**src/rtl/qspi_flash_responder.sv**
```systemverilog
// QSPI flash emulator: decodes mode-0 READ/FAST READ/QUAD OUT/READ ID commands
// and streams bytes from an external byte-wide store, all in the clk_i domain.
module qspi_flash_responder #(
   parameter int          ADDR_W    = 24,
   parameter int          DUMMY_CYC = 8,
   parameter logic [23:0] JEDEC_ID  = 24'hEF4018
) (
   input  logic              clk_i,
   input  logic              reset_i,
   input  logic              qspi_sclk_i,
   input  logic              qspi_cs_ni,
   input  logic [3:0]        qspi_data_i,
   output logic [3:0]        qspi_data_o,
   output logic [3:0]        qspi_data_oen_o,
   output logic              mem_req_o,
   output logic [ADDR_W-1:0] mem_addr_o,
   input  logic [7:0]        mem_rdata_i,
   output logic              busy_o,
   output logic              bad_cmd_o
);

   localparam logic [2:0] ST_IDLE   = 3'd0;
   localparam logic [2:0] ST_CMD    = 3'd1;
   localparam logic [2:0] ST_ADDR   = 3'd2;
   localparam logic [2:0] ST_DUMMY  = 3'd3;
   localparam logic [2:0] ST_DATA   = 3'd4;
   localparam logic [2:0] ST_ID     = 3'd5;
   localparam logic [2:0] ST_IGNORE = 3'd6;
   localparam logic [4:0] DUMMY_LAST = 5'(DUMMY_CYC - 1);

   logic [2:0]        sclk_sync_q, sclk_sync_d;
   logic [2:0]        cs_sync_q, cs_sync_d;
   logic [1:0]        io0_sync_q, io0_sync_d;
   logic [2:0]        state_q, state_d;
   logic [4:0]        cnt_q, cnt_d;
   logic [22:0]       sr_q, sr_d;
   logic              quad_q, quad_d;
   logic              dummy_en_q, dummy_en_d;
   logic [7:0]        cur_q, cur_d;
   logic [3:0]        bits_left_q, bits_left_d;
   logic [7:0]        nxt_q, nxt_d;
   logic              rd_pend_q, rd_pend_d;
   logic [1:0]        id_idx_q, id_idx_d;
   logic [3:0]        data_q, data_d;
   logic [3:0]        oen_q, oen_d;
   logic              mem_req_q, mem_req_d;
   logic [ADDR_W-1:0] mem_addr_q, mem_addr_d;
   logic              busy_q, busy_d;
   logic              bad_cmd_q, bad_cmd_d;

   logic              sclk_rise_s, sclk_fall_s, cs_fall_s, cs_rise_s;
   logic [23:0]       sr_shift_s;
   logic [7:0]        out_byte_s;
   logic              io_unused_s;

   assign io_unused_s = &{1'b0, qspi_data_i[3:1]};

   function automatic logic [7:0] jedec_byte(input logic [1:0] idx);
      case (idx)
         2'd0:    return JEDEC_ID[23:16];
         2'd1:    return JEDEC_ID[15:8];
         default: return JEDEC_ID[7:0];
      endcase
   endfunction

   assign sclk_rise_s = sclk_sync_q[1] & ~sclk_sync_q[2];
   assign sclk_fall_s = ~sclk_sync_q[1] & sclk_sync_q[2];
   assign cs_fall_s   = ~cs_sync_q[1] & cs_sync_q[2];
   assign cs_rise_s   = cs_sync_q[1] & ~cs_sync_q[2];
   assign sr_shift_s  = {sr_q, io0_sync_q[1]};

   // Next-state logic: synchronisers, command decode and byte pipeline
   always_comb begin
      sclk_sync_d = {sclk_sync_q[1:0], qspi_sclk_i};
      cs_sync_d   = {cs_sync_q[1:0], qspi_cs_ni};
      io0_sync_d  = {io0_sync_q[0], qspi_data_i[0]};
      state_d     = state_q;
      cnt_d       = cnt_q;
      sr_d        = sr_q;
      quad_d      = quad_q;
      dummy_en_d  = dummy_en_q;
      cur_d       = cur_q;
      bits_left_d = bits_left_q;
      id_idx_d    = id_idx_q;
      data_d      = data_q;
      oen_d       = oen_q;
      mem_req_d   = 1'b0;
      mem_addr_d  = mem_addr_q;
      busy_d      = ~cs_sync_q[1];
      bad_cmd_d   = 1'b0;
      rd_pend_d   = mem_req_q;
      if (rd_pend_q) nxt_d = mem_rdata_i;
      else           nxt_d = nxt_q;
      if (bits_left_q != 4'd0)    out_byte_s = cur_q;
      else if (state_q == ST_ID)  out_byte_s = jedec_byte(id_idx_q);
      else                        out_byte_s = nxt_q;

      // CS_n release beats any SCLK edge in the same cycle and drops in-flight reads
      if (cs_rise_s) begin
         state_d     = ST_IDLE;
         cnt_d       = 5'd0;
         bits_left_d = 4'd0;
         id_idx_d    = 2'd0;
         data_d      = 4'h0;
         oen_d       = 4'hF;
         rd_pend_d   = 1'b0;
      end else begin
         case (state_q)
            ST_IDLE: begin
               if (cs_fall_s) begin
                  state_d = ST_CMD;
                  cnt_d   = 5'd0;
               end else begin
                  state_d = ST_IDLE;
               end
            end
            ST_CMD: begin
               if (sclk_rise_s) begin
                  sr_d  = sr_shift_s[22:0];
                  cnt_d = cnt_q + 5'd1;
                  if (cnt_q == 5'd7) begin
                     cnt_d       = 5'd0;
                     bits_left_d = 4'd0;
                     case (sr_shift_s[7:0])
                        8'h03: begin state_d = ST_ADDR; quad_d = 1'b0; dummy_en_d = 1'b0; end
                        8'h0B: begin state_d = ST_ADDR; quad_d = 1'b0; dummy_en_d = 1'b1; end
                        8'h6B: begin state_d = ST_ADDR; quad_d = 1'b1; dummy_en_d = 1'b1; end
                        8'h9F: begin state_d = ST_ID;   quad_d = 1'b0; id_idx_d = 2'd0; end
                        default: begin state_d = ST_IGNORE; bad_cmd_d = 1'b1; end
                     endcase
                  end else begin
                     state_d = ST_CMD;
                  end
               end else begin
                  state_d = ST_CMD;
               end
            end
            ST_ADDR: begin
               if (sclk_rise_s) begin
                  sr_d  = sr_shift_s[22:0];
                  cnt_d = cnt_q + 5'd1;
                  if (cnt_q == 5'd23) begin
                     cnt_d      = 5'd0;
                     mem_addr_d = sr_shift_s[ADDR_W-1:0];
                     mem_req_d  = 1'b1;
                     if (dummy_en_q && (DUMMY_CYC != 0)) state_d = ST_DUMMY;
                     else                                 state_d = ST_DATA;
                  end else begin
                     state_d = ST_ADDR;
                  end
               end else begin
                  state_d = ST_ADDR;
               end
            end
            ST_DUMMY: begin
               if (sclk_rise_s && (cnt_q == DUMMY_LAST)) begin
                  state_d = ST_DATA;
                  cnt_d   = 5'd0;
               end else if (sclk_rise_s) begin
                  cnt_d = cnt_q + 5'd1;
               end else begin
                  cnt_d = cnt_q;
               end
            end
            ST_DATA, ST_ID: begin
               if (sclk_fall_s) begin
                  if (quad_q) begin
                     data_d      = out_byte_s[7:4];
                     cur_d       = {out_byte_s[3:0], 4'h0};
                     oen_d       = 4'b0000;
                     bits_left_d = (bits_left_q == 4'd0) ? 4'd4 : bits_left_q - 4'd4;
                  end else begin
                     data_d      = {2'b00, out_byte_s[7], 1'b0};
                     cur_d       = {out_byte_s[6:0], 1'b0};
                     oen_d       = 4'b1101;
                     bits_left_d = (bits_left_q == 4'd0) ? 4'd7 : bits_left_q - 4'd1;
                  end
                  // Loading a fresh byte triggers the prefetch of the following one
                  if (bits_left_q == 4'd0 && state_q == ST_DATA) begin
                     mem_req_d  = 1'b1;
                     mem_addr_d = mem_addr_q + ADDR_W'(1);
                  end else if (bits_left_q == 4'd0) begin
                     id_idx_d = (id_idx_q == 2'd2) ? 2'd0 : id_idx_q + 2'd1;
                  end else begin
                     id_idx_d = id_idx_q;
                  end
               end else begin
                  data_d = data_q;
               end
            end
            ST_IGNORE: state_d = ST_IGNORE;
            default:   state_d = ST_IDLE;
         endcase
      end
   end

   // State and output registers
   always_ff @(posedge clk_i or posedge reset_i) begin
      if (reset_i) begin
         sclk_sync_q <= 3'b000;
         cs_sync_q   <= 3'b111;
         io0_sync_q  <= 2'b00;
         state_q     <= ST_IDLE;
         cnt_q       <= 5'd0;
         sr_q        <= 23'd0;
         quad_q      <= 1'b0;
         dummy_en_q  <= 1'b0;
         cur_q       <= 8'h00;
         bits_left_q <= 4'd0;
         nxt_q       <= 8'h00;
         rd_pend_q   <= 1'b0;
         id_idx_q    <= 2'd0;
         data_q      <= 4'h0;
         oen_q       <= 4'hF;
         mem_req_q   <= 1'b0;
         mem_addr_q  <= '0;
         busy_q      <= 1'b0;
         bad_cmd_q   <= 1'b0;
      end else begin
         sclk_sync_q <= sclk_sync_d;
         cs_sync_q   <= cs_sync_d;
         io0_sync_q  <= io0_sync_d;
         state_q     <= state_d;
         cnt_q       <= cnt_d;
         sr_q        <= sr_d;
         quad_q      <= quad_d;
         dummy_en_q  <= dummy_en_d;
         cur_q       <= cur_d;
         bits_left_q <= bits_left_d;
         nxt_q       <= nxt_d;
         rd_pend_q   <= rd_pend_d;
         id_idx_q    <= id_idx_d;
         data_q      <= data_d;
         oen_q       <= oen_d;
         mem_req_q   <= mem_req_d;
         mem_addr_q  <= mem_addr_d;
         busy_q      <= busy_d;
         bad_cmd_q   <= bad_cmd_d;
      end
   end

   assign qspi_data_o     = data_q;
   assign qspi_data_oen_o = oen_q;
   assign mem_req_o       = mem_req_q;
   assign mem_addr_o      = mem_addr_q;
   assign busy_o          = busy_q;
   assign bad_cmd_o       = bad_cmd_q;

endmodule

```
**config.mk**
```make
export PLATFORM = sky130hd
export DESIGN_NAME = qspi_flash_responder
export DESIGN_NICKNAME = d
export VERILOG_FILES = /design/src/rtl/qspi_flash_responder.sv
export SDC_FILE = /design/constraint.sdc
export NUM_CORES = 1
export LEC_CHECK = 0
export CAP_MARGIN = 20
export CORE_ASPECT_RATIO = 1.5
export CORE_UTILIZATION = 45
export DETAILED_ROUTE_END_ITERATION = 16
export PLACE_DENSITY = 0.77
export SKIP_LAST_GASP = 1
export SLEW_MARGIN = 20
export SYNTH_ARGS = -nofsm -noshare
export SYNTH_HDL_FRONTEND = slang
export SYNTH_SLANG_ARGS = --single-unit
export TNS_END_PERCENT = 30
```
**constraint.sdc**
```tcl
create_clock -name clk_i -period 7.05 [get_ports clk_i]
set_clock_uncertainty 0.15 [all_clocks]
set_input_delay 1.0575 -clock clk_i [delete_from_list [all_inputs] [get_ports clk_i]]
set_output_delay 1.0575 -clock clk_i [all_outputs]
set_load 0.01 [all_outputs]
```
==> results list, run 1 <==
- Counting instances, the worst hold path has a depth of 0.
* Worst EP required: 7.14 ns
* Pins over their slew limit: 0
- Setup repair after global routing left no endpoint under its margin.
- Summing the areas of all fa, ha and maj instances in the mapped netlist gives 1.285% of the synthesized area.
* Area occupied by multi-input gates: approximately 2300 sq um
- After legalization and detailed placement, the total HPWL measured 7.428 mm.
- The critical path in this run is classified as flop to flop.
- Sum of overflow across all layers after global routing: 0
- CTS placed an instance of clkbuf_16 at the clock tree root.
- After detailed routing, the number of remaining DRC violations is 0.
* Violation count after the first detailed-routing iteration: ~270
- Of the total synthesized cell area, the portion taken by XOR and XNOR cells is 0.3599%.
- Largest voltage drop on the vdd net: 0.1652 mV
- Pre-Repair DR Iteration Count: 5
* Type of the worst min-delay path: flop to flop
- The clock tree synthesis step divided the H-tree into 3 levels.
- The number of setup buffers added after CTS is 0.
- Counting distinct cell types in the post-synthesis netlist gives 69.
- Cells fill 54.19% of the core in the end.
- After clock tree synthesis, the repair step resized 0 gates.
- Share of the yosys chip area belonging to registers: between 40% and 50%
- The analysis attributes to cell leakage a power of 2.442 nW.
- Counting flops with a built-in enable in the synthesized netlist gives 0.
- Across the whole layout, storage elements account for 2409 sq um.
- From bottom edge to top edge, the die measures 129.4 microns.
- Insertion delay of the later-clocked pin in the worst-skew pair: 0.35 ns
* Final Instance Count excl. Fillers: about 670
- Final count of hold timing violations: 0
- Setup violations remaining at the end of the flow were counted as 0.
- Number of cells on the worst reg-to-reg path: 7
- Synth top cells by count: dfrtp_1 (91), a21oi_1 (44), nand2_1 (44)
- I/O Buffers: 47
* Hold Buf Count CTS: 0
* Number of buffers between clock root and the deepest sink: 2
- Die X-Extent: 86.92 microns
- Routed length per instance: 16.51 microns
- Floorplan die area: 11,240 sq um
- Main combinational cell family by area after synthesis: compound AO/OA/AOI/OAI gates
- Area share of the leading cell type in the synthesized netlist: between 40% and 50%
- Global-route wire length before repair: 18.55 mm
* Cell types occupying the most area after synthesis: dfrtp_1 (47%), mux2_2 (7.9%), a21oi_1 (4.5%), nand2_1 (3.4%), o21ai_0 (3.4%)
* Worst path cell trace: nand2b_1, nor3_1, a21oi_1, buf_4, inv_1, nor2_1, a211oi_1
* Worst R2R End: mem_addr_o[14]
- Gate count of the mapped netlist: 497
- The number of global-route vias before repair was 3,819.
- The worst setup path is captured at a flop.
- In the synthesized netlist the dominant register cell turns out to be dfrtp_1.
- P&R area growth vs syn: 17.27%
- Across all register-to-register paths, the minimum setup slack is 3.53 ns.
- Post-detailed-route via-to-cell ratio: 5.970
- Cell with the biggest individual delay on the critical path: nand2b_1
- The flow ran to the end, and the final reports show no timing, DRC or antenna violations.
- Clock-pin slew was measured on the worst setup and hold paths at 0.06 ns.
* Synthesized Nets: 518
* Clk sink count: 96
- STA classifies the critical path startpoint as a flop.
- Yosys printed 0 warnings.
- Headroom to the max-slew limit came out at 32.20%.
- Once the floorplan was initialized, standard cells occupied 46.21% of the core.
- Mux cell area share after synthesis: 8.072%
- Yosys instantiated no cell more often than dfrtp_1.
* TritonCTS buffer count: 9
- The initialized floorplan defines between 40 and 50 standard-cell rows.
- Total inserted antenna cells: 0
- In the final layout, the share of cells above drive strength 1 is between 10% and 20%.
- For the pin with the worst max-slew slack, the measured transition is between 1 and 1.5 ns.
* Critical path's largest stage delay: 0.69 ns
* CTS tree: yes
- Largest net degree at the start of global routing: 86
* IO Count: 51
- The worst hold path begins at io0_sync_q[0].
- The path with the worst hold slack has its endpoint at io0_sync_q[1].
- Simple-gate portion of the synthesized area: 16.92%
- Share of the clock period used by the worst path: 49.95%
- Initial antenna violation count: 0
* Share of async-settable or async-resettable flops after synthesis: 100.0%
* Launching point of the worst reg2reg path: state_q[1]
* Accumulated negative setup slack: 0 ns
- Count of antenna-violating nets left after detailed routing: 0
* Pwr Density: 212.1 nW/um^2
* Largest fanout of any net on the critical path: 31
* Number of maximum-capacitance violations: 0
- For the finished layout, the period the worst path requires is 3.521 ns.
* Average cell area after synthesis: 9.793 sq um
* Global-route total usage across every layer: a little over a fifth
- Highest attainable clock frequency: ~280 MHz
- The routed layout has around 4,000 vias.
- Counting the fill cells in the layout gives 921.
* Critical Path AT: 3.61 ns
- The final layout contains 545 nets.
- After detailed routing, the total wire length is 11.09 mm.
* Core area: around 11,000 sq um
* RD Place Congestion: 0.8257
- Top cell type by total area after synthesis: dfrtp_1
* Post-synthesis sequential element count: 96
- Compound-cell area share of the yosys netlist: 19.74%
- Netlist area before placement: 4867 sq um
- Counting tap cells, the placed design contains a total of 657 instances.
## how the worst max path moves through the flow
stage,startpoint,cells past startpoint,slack (ns),end
after floorplan,reset_i,1,3.35,bad_cmd_o
after global placement,state_q[1],7,3.66,mem_addr_o[9]
after detailed placement,state_q[1],7,3.62,mem_addr_o[9]
after CTS,state_q[1],7,3.56,mem_addr_o[14]
after global routing,state_q[2],7,3.26,mem_addr_o[9]
final,state_q[1],7,3.53,mem_addr_o[14]
## registers in the layout, indices dropped and copies added, names as in the netlist, 2 cells and up
register / flops
state_q: 3
cs_sync_q: 3
id_idx_q: 2
cnt_q: 5
qspi_data_oen_o: 2
sr_q: 23
sclk_sync_q: 3
io0_sync_q: 2
mem_addr_o: 24
bits_left_q: 4
nxt_q: 8
qspi_data_o: 4
cur_q: 7
## through the flow
stage / worst slack [ns] / total power [W] / hold slack [ns] / area [sq um]
3_5_place_dp: 3.619 / 0.0007266 / 0.1847 / 5403
2_1_floorplan: 3.345 / 0.0006907 / 0.1812 / 4867
4_1_cts: 3.564 / 0.001219 / 0.1989 / 5699
3_3_place_gp: 3.664 / 0.0007216 / 0.1839 / 5403
5_1_grt: 3.264 / 0.001255 / 0.2154 / 5708
6_report: 3.529 / 0.001211 / 0.1997 / 5708
## area by class of cell
cell class | instances | share of cell area [%]
clock buffer | 11 | 4.253
clock inverter | 4 | 0.9426
inverter | 12 | 0.8110
multi-input combinational | 353 | 39.68
sequential | 96 | 42.20
tap | 144 | 3.157
timing repair buffer | 52 | 8.965
## cell usage in the layout, fill, tap and decap left out, types with 3 or more instances in the layout
cell type	synthesis	routed
clkbuf_16	0	9
clkdlybuf4s50_1	0	47
nand2_1	44	44
a21oi_1	44	44
o22ai_1	8	8
a211oi_1	10	10
dfrtp_1	91	91
nor3_1	10	10
dfstp_2	5	5
a31oi_1	7	7
a32oi_1	3	3
mux2_2	34	34
a22oi_1	3	3
and4_1	7	7
and3_1	3	3
nand4_1	7	7
inv_1	11	10
o21ai_0	33	33
a41o_1	3	3
or2_2	4	4
nand3_1	21	20
nand2b_1	6	6
a2bb2oi_1	5	5
nor2_1	36	36
and2_1	3	3
buf_4	2	4
ha_1	5	5
nor2b_1	5	4
## cells by family (layout without fill, tap and decap cells)
group	count (synthesis)	after routing
buffers and inverters	48	79
flip-flops	96	96
AND/OR/NAND/NOR	162	162
XOR/XNOR	2	2
adder cells (fa/ha/maj)	5	5
AO/OA/AOI/OAI	149	149
multiplexers	35	35
## per-layer routing
metal / wire [microns] / GRT usage, %
met5: 0 / 0
met4: 186 / 7.353
met1: 4410 / 25.29
met2: 5959 / 37.19
met3: 535 / 3.885
## critical path: cells and delay by family (launching register included)
kind,cells,cell delay (ns)
AO/OA/AOI/OAI,2,0.40
buffers and inverters,2,0.91
flip-flops,1,0.56
AND/OR/NAND/NOR,3,1.37
## where the power goes
group	internal [W]	total, W	switching (W)
registers	0.000573	0.000604	0.0000315
logic	0.0000501	0.000113	0.0000630
clock network	0.000284	0.000493	0.000209
Note: power is estimated with default switching activity, not from simulation.
==> inputs of run 2 (changes only) <==
Settings changed: PLACE_DENSITY 0.77 to 0.79.
Clock period 7.05 ns to 3.2 ns, I/O delays scaled along.
==> run 2 against run 1 <==
  * Maximum frequency increased by 29%
  * Sequential cell count unchanged
  * Sequential share of layout area down 0.38 points
  * Die area unchanged
  * Global-route usage is 0.71 points higher
  * Critical path depth down 2
  * First-iteration DRC count decreased by 7.0%
  * Highest routed layer unchanged
==> results list, run 2 (synthesis gave the netlist of run 1 again) <==
- The run finished with clean final reports.
- Routed length per instance: 16.77 microns (+1.6%)
* Number of inserted filler cells in the final layout: 919 (-0.22%)
* Layout cells sized above 1: 14.58% (+1.1 points)
* RD Place Congestion: 0.8358 (+1.2%)
- The worst hold path begins at io0_sync_q[0].
- The met2 wire length was 6.007 mm (+0.81%).
- The highest fanout seen on the critical path was 17 (-45%).
- Total wire length: 11.38 mm (+2.6%)
- Net count reported at finish: 551 (+1.1%)
- The final count of negative-setup-slack endpoints was 0 (unchanged).
- Number of flip-flops under the largest register name: 24 (unchanged)
* Cell family with most CP delay: simple AND/OR/NAND/NOR gates
- Violation count after the first detailed-routing iteration: 254 (-7.0%)
* Postcts setup bufs: 0 (unchanged)
* Final count of hold timing violations: 0 (unchanged)
* P&R area growth vs syn: 18.33%
* Die height: 129.4 microns (unchanged)
- Highest attainable clock frequency: 366.9 MHz (+29%)
- Leakage: 2.478 nW (+1.5%)
- The worst setup path is launched from a flop.
- The number of iterations in the first detailed-routing pass is 5 (unchanged).
- The actual slew at the worst max-slew pin was 0.8894 ns (-0.1118 ns).
* End point of the worst hold path: io0_sync_q[1]
- The post-cts sizing count came to 0 (unchanged).
- The number of global-route vias before repair was 3,877 (+1.5%).
- The signal on the critical path passes through or3b_1, or4_1, or3_4, o21a_1, o22a_1.
- Largest net degree at the start of global routing: 53 (-38%)
- The power per unit of standard cell area is 462.4 nW/um^2 (+120%).
- The insertion delay of the later-clocked pin in the worst-skew pair was 0.35 ns (about the same).
- Largest voltage drop on the vdd net: 0.2978 mV (+80%)
- Type of the worst min-delay path: flop to flop
* Count of antenna-violating nets left after detailed routing: 0 (unchanged)
- Initial antenna violation count: 0 (unchanged)
- In this run the critical register-to-register path is captured at dummy_en_q.
* Initial cell density of the core: 46.21% (unchanged)
- The worst max-slew margin expressed relative to the limit came to 39.77% (+7.6 points).
- Pins over their slew limit: 0 (unchanged)
- The detailed placer's ending HPWL came to 7.782 mm (+4.8%).
* Launching point of the worst reg2reg path: state_q[1]
- The detailed-route via count is 4,067 (+1.4%).
- The floorplan row count was 46 (unchanged).
* Final Power: 0.002663 W (+120%)
* Unrepaired setup endpoints after global routing: no
- Most frequent cells in the layout: dfrtp_1 (91), clkdlybuf4s50_1 (47), a21oi_1 (44), nand2_1 (44), nor2_1 (36)
- Total inserted antenna cells: 0 (unchanged)
* IO Count: 51 (unchanged)
* Top sig layer: met4
- On the critical path, the stage with the largest delay is an instance of or4_1.
- The minimum setup slack among reg-to-reg paths came to 0.47 ns (-3.05 ns).
- The delay of the slowest cell on the worst path is 0.62 ns (-0.07 ns).
- Critical Path AT: 2.81 ns (-0.80 ns)
- H-tree levels: 3 (unchanged)
- Crit path time final: 2.725 ns (-0.7961 ns)
- TritonCTS buffer count: 9 (unchanged)
- The tree is rooted in a clkbuf_16.
- The worst hold path depth is 0 (unchanged).
- Sum of routed wire segments on met1: 4.604 mm (+4.4%)
- The number of hold buffers added after CTS is 0 (unchanged).
- TritonCTS built the clock tree.
- Die X-Extent: 86.92 microns (unchanged)
- Sum of overflow across all layers after global routing: 0 (unchanged)
- Capturing element type of the critical path: flop
- The register clock-pin slew on the reported worst setup and hold paths was 0.07 ns (about the same).
* Worst EP required: 3.29 ns (-3.85 ns)
* Global-route total usage across every layer: 21.68% (+0.71 points)
- Accumulated negative setup slack: 0 ns (unchanged)
- I/O Buffers: 47 (unchanged)
- The wire length on met3 was 476 microns (-11%).
- Clk sink count: 96 (unchanged)
- Leaving out fill and tap cells, the most frequent cell in the layout is dfrtp_1.
- The depth of the worst register-to-register path was 5 (-2).
- Number of design rule violations left after detail routing: 0 (unchanged)
- The first-pass GRT wire length came to 18.82 mm (+1.4%).
- The count of maximum capacitance violations came to 0 (unchanged).
* Total buffers and inverters traversed by the critical path: 0 (-2)
- Worst Path Class, Setup: flop to flop
- Number of buffers between clock root and the deepest sink: 2 (unchanged)
- Post-detailed-route via-to-cell ratio: 5.990 (+0.33%)
- Floorplan die area: 11,240 sq um (unchanged)
- Core area: 10,530 sq um (unchanged)
- The ratio of final minimum period to clock period is 85.16% (+35 points).
==> run 2: cell types whose count changed in the layout (fill, tap and decap cells not counted) <==
cell	delta
buf_12	+1
buf_4	+6
buf_6	-1
clkbuf_1	-1
clkbuf_8	-1
clkinv_2	+1
clkinv_4	+2
inv_4	+1
inv_6	-1
nand3_1	+1
nand3_2	-1
==> run 2: worst register-to-register path, stage by stage, from the launching register on <==
cell and delay [ns]:
dfrtp_1 0.57, or3b_1 0.47, or4_1 0.63, or3_4 0.46, o21a_1 0.18, o22a_1 0.17
==> run 2: worst max path at each step <==
| stage | start | endpoint | slack (ns) | cells past startpoint |
|---|---|---|---|---|
| 2_1_floorplan | reset_i | bad_cmd_o | 0.07 | 1 |
| 3_3_place_gp | state_q[1] | dummy_en_q | 0.57 | 5 |
| 3_5_place_dp | state_q[1] | dummy_en_q | 0.54 | 5 |
| 4_1_cts | state_q[1] | dummy_en_q | 0.53 | 5 |
| 5_1_grt | bits_left_q[0] | mem_addr_o[9] | 0.38 | 9 |
| 6_report | state_q[1] | dummy_en_q | 0.47 | 5 |
==> run 2: metal layers <==
layer	GRT usage [%]	vias to the layer above
met4	11.86	0
li1	-	1894
met3	3.822	24
met2	37.01	130
met1	25.76	2019
met5	0	-
==> run 2: final cells by class <==
type | instances | area, sq um | area share (%)
clock buffers | 9 | 225.2 | 3.910
clock inverters | 7 | 72.57 | 1.260
inverters | 12 | 47.55 | 0.8255
multi-input cells | 353 | 2260 | 39.24
flip-flops and latches | 96 | 2409 | 41.82
well taps | 144 | 180.2 | 3.128
repair buffers | 58 | 565.5 | 9.820
==> run 2: through the flow <==
stage | util [%] | setup WS (ns) | hold slack, ns | cell area [sq um] | std cells
after global routing | 54.68 | 0.3772 | 0.2052 | 5759 | 679
after detailed placement | 51.85 | 0.5425 | 0.1878 | 5461 | 663
after global placement | 51.85 | 0.5748 | 0.1869 | 5461 | 663
final | 54.68 | 0.4748 | 0.2007 | 5759 | 679
after CTS | 54.68 | 0.5331 | 0.2033 | 5759 | 679
after floorplan | - | 0.07290 | 0.1812 | 4867 | 497
==> run 2: power by group <==
group	internal [W]	switching [W]
clock	0.000605	0.000468
combinational	0.000115	0.000152
sequential	0.00126	0.0000600
total	0.00198	0.000680
